--- config.mk ---
export PLATFORM = sky130hd
export DESIGN_NAME = uart_tx_arbiter
export DESIGN_NICKNAME = d
export VERILOG_FILES = /design/src/rtl/uart_tx_arbiter.sv
export SDC_FILE = /design/constraint.sdc
export NUM_CORES = 1
export LEC_CHECK = 0
export BUFFER_PORTS_ARGS = -buffer_cell sky130_fd_sc_hd__buf_4
export CAP_MARGIN = 10
export CORE_ASPECT_RATIO = 0.9
export CORE_MARGIN = 2
export CORE_UTILIZATION = 45
export DETAILED_ROUTE_END_ITERATION = 10
export PLACE_DENSITY = 0.87
export SLEW_MARGIN = 20
export SYNTH_ARGS = -nofsm -noshare
export SYNTH_HDL_FRONTEND = slang
export SYNTH_SLANG_ARGS = --single-unit
--- constraint.sdc ---
create_clock -name clk -period 2 [get_ports clk]
set_clock_uncertainty 0.1 [all_clocks]
set_input_delay 0.2 -clock clk [delete_from_list [all_inputs] [get_ports clk]]
set_output_delay 0.2 -clock clk [all_outputs]
set_load 0.01 [all_outputs]
--- src/rtl/uart_tx_arbiter.sv ---
`default_nettype none
// ============================================================================
// Module   : uart_tx_arbiter
// Purpose  : Round-robin, packet-granular arbiter sharing one UART_TX byte
//            transmitter among NUM_REQ requesters, with a lock timeout that
//            revokes the grant from an owner that stalls mid-packet.
// Revision : 1.0 - initial release
// ============================================================================
module uart_tx_arbiter #(
  parameter int NUM_REQ      = 4,
  parameter int LOCK_TIMEOUT = 1024
) (
  input  logic                   clk,
  input  logic                   rst,
  input  logic [NUM_REQ-1:0]     req_valid,
  input  logic [8*NUM_REQ-1:0]   req_data,
  input  logic [NUM_REQ-1:0]     req_last,
  output logic [NUM_REQ-1:0]     req_ready,
  output logic [NUM_REQ-1:0]     grant,
  output logic                   busy,
  output logic                   timeout_err,
  output logic                   o_TX_DV,
  output logic [7:0]             o_TX_Byte,
  input  logic                   i_TX_Active,
  input  logic                   i_TX_Done
);

  localparam int c_IDX_W = (NUM_REQ > 1) ? $clog2(NUM_REQ) : 1;
  localparam int c_CNT_W = (LOCK_TIMEOUT > 1) ? $clog2(LOCK_TIMEOUT) : 1;

  typedef enum logic [1:0] {
    S_IDLE      = 2'd0,
    S_WAIT_DONE = 2'd1,
    S_HOLD      = 2'd2
  } state_t;

  state_t               r_state;
  logic [c_IDX_W-1:0]   r_idx;
  logic [c_IDX_W-1:0]   r_ptr;
  logic                 r_last;
  logic [c_CNT_W-1:0]   r_cnt;
  logic [NUM_REQ-1:0]   r_req_ready;
  logic [NUM_REQ-1:0]   r_grant;
  logic                 r_timeout_err;
  logic                 r_tx_dv;
  logic [7:0]           r_tx_byte;

  state_t               w_state_nxt;
  logic [c_IDX_W-1:0]   w_idx_nxt;
  logic [c_IDX_W-1:0]   w_ptr_nxt;
  logic                 w_last_nxt;
  logic [c_CNT_W-1:0]   w_cnt_nxt;
  logic [NUM_REQ-1:0]   w_req_ready_nxt;
  logic [NUM_REQ-1:0]   w_grant_nxt;
  logic                 w_timeout_nxt;
  logic [7:0]           w_tx_byte_nxt;
  logic                 w_launch;
  logic [c_IDX_W-1:0]   w_launch_idx;
  logic                 w_sel_found;
  logic [c_IDX_W-1:0]   w_sel_idx;
  logic [c_IDX_W-1:0]   w_cand;

  // Next-state, arbitration and launch decode; every output is registered.
  always_comb begin
    w_state_nxt     = r_state;
    w_idx_nxt       = r_idx;
    w_ptr_nxt       = r_ptr;
    w_last_nxt      = r_last;
    w_cnt_nxt       = r_cnt;
    w_req_ready_nxt = '0;
    w_grant_nxt     = r_grant;
    w_timeout_nxt   = 1'b0;
    w_tx_byte_nxt   = r_tx_byte;
    w_launch        = 1'b0;
    w_launch_idx    = r_idx;
    w_sel_found     = 1'b0;
    w_sel_idx       = '0;
    w_cand          = '0;

    // Scan from the farthest candidate back to ptr+1 so the nearest wins.
    for (int k = NUM_REQ; k >= 1; k--) begin
      w_cand = c_IDX_W'((int'(r_ptr) + k) % NUM_REQ);
      if (req_valid[w_cand]) begin
        w_sel_found = 1'b1;
        w_sel_idx   = w_cand;
      end
    end

    case (r_state)
      S_IDLE: begin
        if (w_sel_found && !i_TX_Active) begin
          w_launch     = 1'b1;
          w_launch_idx = w_sel_idx;
          w_state_nxt  = S_WAIT_DONE;
        end
      end
      S_WAIT_DONE: begin
        if (i_TX_Done) begin
          if (r_last) begin
            w_grant_nxt = '0;
            w_ptr_nxt   = r_idx;
            w_state_nxt = S_IDLE;
          end else begin
            w_cnt_nxt   = '0;
            w_state_nxt = S_HOLD;
          end
        end
      end
      S_HOLD: begin
        // A valid byte on the limit cycle still launches; timeout loses.
        if (req_valid[r_idx] && !i_TX_Active) begin
          w_launch     = 1'b1;
          w_launch_idx = r_idx;
          w_state_nxt  = S_WAIT_DONE;
        end else if (r_cnt == c_CNT_W'(LOCK_TIMEOUT - 1)) begin
          w_timeout_nxt = 1'b1;
          w_grant_nxt   = '0;
          w_ptr_nxt     = r_idx;
          w_state_nxt   = S_IDLE;
        end else begin
          w_cnt_nxt = r_cnt + 1'b1;
        end
      end
      default: begin
        w_state_nxt = S_IDLE;
      end
    endcase

    if (w_launch) begin
      w_idx_nxt                     = w_launch_idx;
      w_last_nxt                    = req_last[w_launch_idx];
      w_tx_byte_nxt                 = req_data[{w_launch_idx, 3'b000} +: 8];
      w_grant_nxt                   = '0;
      w_grant_nxt[w_launch_idx]     = 1'b1;
      w_req_ready_nxt[w_launch_idx] = 1'b1;
    end
  end

  // State and output registers; ptr resets to the last index so requester 0 leads.
  always_ff @(posedge clk) begin
    if (rst) begin
      r_state       <= S_IDLE;
      r_idx         <= '0;
      r_ptr         <= c_IDX_W'(NUM_REQ - 1);
      r_last        <= 1'b0;
      r_cnt         <= '0;
      r_req_ready   <= '0;
      r_grant       <= '0;
      r_timeout_err <= 1'b0;
      r_tx_dv       <= 1'b0;
      r_tx_byte     <= 8'h00;
    end else begin
      r_state       <= w_state_nxt;
      r_idx         <= w_idx_nxt;
      r_ptr         <= w_ptr_nxt;
      r_last        <= w_last_nxt;
      r_cnt         <= w_cnt_nxt;
      r_req_ready   <= w_req_ready_nxt;
      r_grant       <= w_grant_nxt;
      r_timeout_err <= w_timeout_nxt;
      r_tx_dv       <= w_launch;
      r_tx_byte     <= w_tx_byte_nxt;
    end
  end

  assign req_ready   = r_req_ready;
  assign grant       = r_grant;
  assign busy        = (r_state != S_IDLE);
  assign timeout_err = r_timeout_err;
  assign o_TX_DV     = r_tx_dv;
  assign o_TX_Byte   = r_tx_byte;

endmodule
`default_nettype wire

# Yosys cells after proc, flatten, opt, wreduce, memory -nomap -nowiden
# Cells that the tools add are included.
# classes
n_addsub	5
n_reduce_logical	14
n_bitwise	2
muxes	50
n_lt_le_gt_ge	7
eq_ne	15
n_shift	1
# op_table
op	n
10-bit 2-to-1 mux	4
32-bit by 6-bit indexed part select with 8-bit output	1
2-bit 2-to-1 mux	15
4-bit 2-to-1 mux	5
10-bit one-hot mux with 2 select lines	1
2-bit by 3-bit < comparator with 1-bit output (second input constant)	6
3-bit != test (second input constant)	5
5-bit AND reduction	3
1-bit 2-to-1 mux	14
2-bit != test (second input constant)	7
1-bit binary-select mux with 2-bit select	6
10-bit by 1-bit adder with 10-bit output (second input constant)	1
10-bit == test (second input constant)	1
4-bit one-hot mux with 2 select lines	1
2-bit one-hot mux with 3 select lines	1
2-bit by 1-bit adder with 2-bit output (second input constant)	2
2-bit adder (second input constant)	2
2-bit one-hot mux with 2 select lines	1
2-bit nonzero test	2
1-bit logical AND	3
3-bit AND reduction	1
3-bit nonzero test	1
3-bit OR reduction	1
1-bit demux with 2-bit select	1
other kinds (8)	9
# totals
output_inout_bits	19
reg_bits	35
in_bits	44

# Depth between registers and ports, before layout
# depth
word_depth	15
mapped_depth	8
depth_no_buf	6

# Least setup slack after synthesis
# OpenSTA, ideal clock, no wires.
# synth_timing
path_kind	reg2reg
start	reg r_idx[0]
end	reg r_tx_byte[6], in the netlist o_TX_Byte[6]
t_arrival_ns	1.799
path_slack_ns	0.015
period_less_slack_ns	1.985
path_stages_with_launch	7
t_required_ns	1.814
setup_ns	0.086
cell_sequence	dfxtp_1 mux4_2 mux2_2 and2_4 and2_4 buf_6 a221oi_2
# synth_between
elab_chain_cells	5
word_cells_on_any_way	8
# synth_lines
element	line_no	text
from (decl)	38	logic [c_IDX_W-1:0] r_idx;
from (signal assigned)	154	r_idx <= w_idx_nxt;
branches (longest 5 deep; another with 32-bit by 6-bit indexed part select with 8-bit output)	-	
to (signal assigned)	162	r_tx_byte <= w_tx_byte_nxt;
to (decl)	46	logic [7:0] r_tx_byte;
# Parallel ways; which one is timed is not known. The select of a mux whose other input is x is not followed.
# A chain may end at the register's enable or synchronous reset.

# Final worst setup path
# layout_timing
start	reg r_idx[0]
end	reg r_tx_byte[3], in the netlist o_TX_Byte[3]
# The elaborated chain is that of the path after synthesis.

==> summary.txt <==
Clocking
  – CTS Sinks: 35
  – TritonCTS clock tree: done
  – Htree depth: 2
  – Hold_buf cts: 0
  – Total CTS buffers: 5
  – Clock Tree Buf Depth: 2
  – Root Driver: clkbuf_8
  – Worst-path clk slew: 0.07 ns
  – Worst-skew pair later-pin latency: 0.29 ns

Place
  – Placer Congestion: approximately 0.8
  – Post-place setup slack: -0.05315 ns
  – HPWL after DPL: 3552 µm
  – Port bufs: a little over 60

Route
  – Initial DRC Count: 95
  – Routed WL: around 4800 µm
  – Antenna viol nets, final: 0
  – DRC: 0
  – Wire length per cell: approximately 15 µm
  – Total number of vias: 1796
  – Vias/cell: about 5.6
  – 1st-pass router iterations: 4

Logic synthesis
  – Post-Synthesis Cell Area: between 1500 and 2000 µm²
  – Mapped Nets: 242
  – Number of synthesized register bits: 35
  – Cells after Synth: between 150 and 200
  – Post-Syn Area per Cell: between 9 and 10 µm²
  – Yosys warns: 0
  – Seq/Total Area, Yosys: between 30% and 40%
  – Unique cell type count in the Yosys netlist: 51

Die
  – Die Span X: slightly above 70 µm
  – Ports: 63
  – Core ar.: 4046 µm²
  – Die Area: 4695 µm²
  – Initial core utilization: about 46%
  – Row cnt: 22
  – Die Span Y: ~65 µm

Setup path
  – RR Endpoint: o_TX_Byte[3]
  – Arr. time, crit path: approximately 2.1 ns
  – Critical path class: reg -> reg
  – Critical Path End: o_TX_Byte[3]
  – R2R depth: 5
  – CP Launch Type: flop
  – Crit path from: r_idx[0]
  – Worst R2R Setup Slack: between 0.02 and 0.025 ns
  – Largest fanout on the critical path: 5
  – Worst Path Required: roughly 2.1 ns
  – R2R Path Start: r_idx[0]
  – Critical Path Sink Type: flop

STA
  – FMAX: about 510 MHz
  – RSZ-0062 raised after global routing: yes
  – Slew Viols, Final: 0
  – Fin. Hold Viols: 0
  – Hold WS: between 0.1 and 0.15 ns
  – Crit path time final: between 1.5 and 2 ns
  – Part of the cycle the worst path needs: a little over nine tenths
  – Measured slew at the worst slew-check pin: between 0.4 and 0.5 ns
  – Worst relative slew slack: 68.45%
  – Final setup vio count: 0
  – Final worst-path setup slack: 0.02469 ns

Final layout
  – Commonest non-fill, non-tap cell in the layout: buf_4
  – Finished Core Util: around two thirds
  – Most frequent cells in the layout: buf_4, dfxtp_1, nor2_1, mux2i_1, nand2_1
  – Share of layout cells above drive strength 1: between 40 and 50%
  – Fill count: around 300
  – Area grow syn2layout: 40.61%
  – # diodes: 0
  – Layout Nets: around 320

Global route
  – GRT Util Overall: roughly 22%
  – Antenna violations before repair: 0
  – Pin count of the biggest net entering global routing: 28
  – Global-route wire length before repair: 7803 µm
  – Vias in the first global route: around 1700
  – Total congestion overflow: 0

Hold path
  – Worst min-delay path category: in -> reg
  – HP Start: i_TX_Done

Power and ir drop
  – Power Total: around 1700 µW
  – Leakage: approximately 0.0012 µW
  – Power Dens Cells: approximately 650 nW/µm²
  – Max VDD drop: ~500 µV

Status
  – Outcome: finished clean

Flow run
  – Max-cap violations: 0
-- logic make-up (layout without fill, tap and decap cells) --
| logic type | Yosys count | count (layout) | synth area share (%) |
|---|---|---|---|
| compound gates | 44 | 44 | 20.31 |
| flops | 35 | 35 | 37.41 |
| fa+ha+maj | 1 | 1 | 0.6679 |
| xor+xnor | 7 | 7 | 3.273 |
| buf+inv | 16 | 92 | 4.475 |
| mux | 21 | 21 | 11.96 |
| simple gates | 73 | 74 | 21.91 |
-- per-stage QoR --
| stage | cell area, µm² | setup TNS, ns | cells |
|---|---|---|---|
| floorplan | 1873 | 0 | 197 |
| global placement | 2472 | 0 | 310 |
| detailed placement | 2472 | -0.3157 | 310 |
| CTS | 2594 | 0 | 320 |
| global route | 2634 | -0.1377 | 322 |
| finish | 2634 | 0 | 322 |
-- layout make-up --
| type | instances | area, µm² | share of cell area [%] |
|---|---|---|---|
| Multi-Input combinational cell | 147 | 1126 | 42.76 |
| Sequential cell | 35 | 701.9 | 26.65 |
| Timing Repair Buffer | 78 | 623.1 | 23.66 |
| Clock buffer | 8 | 100.1 | 3.800 |
| Tap cell | 48 | 60.06 | 2.280 |
| Inverter | 6 | 22.52 | 0.8551 |
-- repair_timing --
action / CTS / global route
endpoints found under the setup margin: 13 / 18
setup buffers: 1 / 2
pin swaps: 0 / 5
cloned: 1 / 0
endpoints found under the hold margin: 0 / 0
gates resized for setup: 3 / 5
-- Yosys cell counts, drive strengths merged --
cell,count,area (µm²)
o211ai,1,7.510
mux2i,19,190.2
clkbuf,5,18.77
or3,1,6.260
mux4,1,22.52
nor3b,3,22.52
nand3,4,20.02
a2bb2oi,2,17.52
o22ai,2,12.51
a32oi,1,8.760
a211oi,2,20.02
nand3b,1,7.510
a21oi,8,40.04
nor2b,3,18.77
and2,4,30.03
nand4,1,6.260
nor2,19,71.32
and3,1,6.260
and4b,1,10.01
a22oi,1,7.510
nand2,11,41.29
nor3,5,35.03
dfxtp,35,700.7
ha,1,12.51
a221oi,9,135.1
xnor2,6,52.55
or2,4,25.02
o21bai,9,67.56
o31a,1,8.760
nor4bb,1,10.01
or4,1,11.26
inv,6,22.52
a21o,2,15.01
nor4,6,37.54
a31o,2,17.52
o21ai,3,15.01
and3b,2,17.52
xor2,1,8.760
a21boi,1,7.510
buf,5,42.53
mux2,1,11.26
nand2b,4,25.02
nand4b,1,8.760
-- sequential cells by signal, summed over array words and instances, names as in the netlist --
| register | count |
|---|---|
| req_ready | 4 |
| timeout_err | 1 |
| r_cnt | 10 |
| grant | 4 |
| r_idx | 2 |
| r_last | 1 |
| o_TX_DV | 1 |
| o_TX_Byte | 8 |
| r_state | 2 |
| r_ptr | 2 |
-- where the power goes --
group / internal (µW) / switching [µW] / total, µW
clock: 314 / 240 / 554
combinational: 218 / 185 / 403
sequential: 732 / 21.2 / 754
total: 1260 / 446 / 1710
-- worst max-delay path: stages (launching register included) --
cell      delay (ns)
dfxtp_2         0.35
mux4_2          0.53
mux2_4          0.29
and2_4          0.19
and2_4          0.20
a221oi_2        0.23
-- layer usage --
layer / GRT usage [%] / wire [µm] / vias up
li1: - / - / 880
met5: 0 / 0 / -
met3: 4.294 / 283 / 13
met2: 37.50 / 2402 / 65
met1: 25.62 / 2026 / 838
met4: 10.14 / 133 / 0
-- worst min path at each step --
stage	to	cells after the start
after floorplan	o_TX_DV	1
after detailed placement	grant[3]	2
final	r_state[0]	4
after global routing	grant[3]	2
after CTS	r_state[0]	4
after global placement	grant[3]	2
No activity file was read; power rests on OpenSTA's default activity.
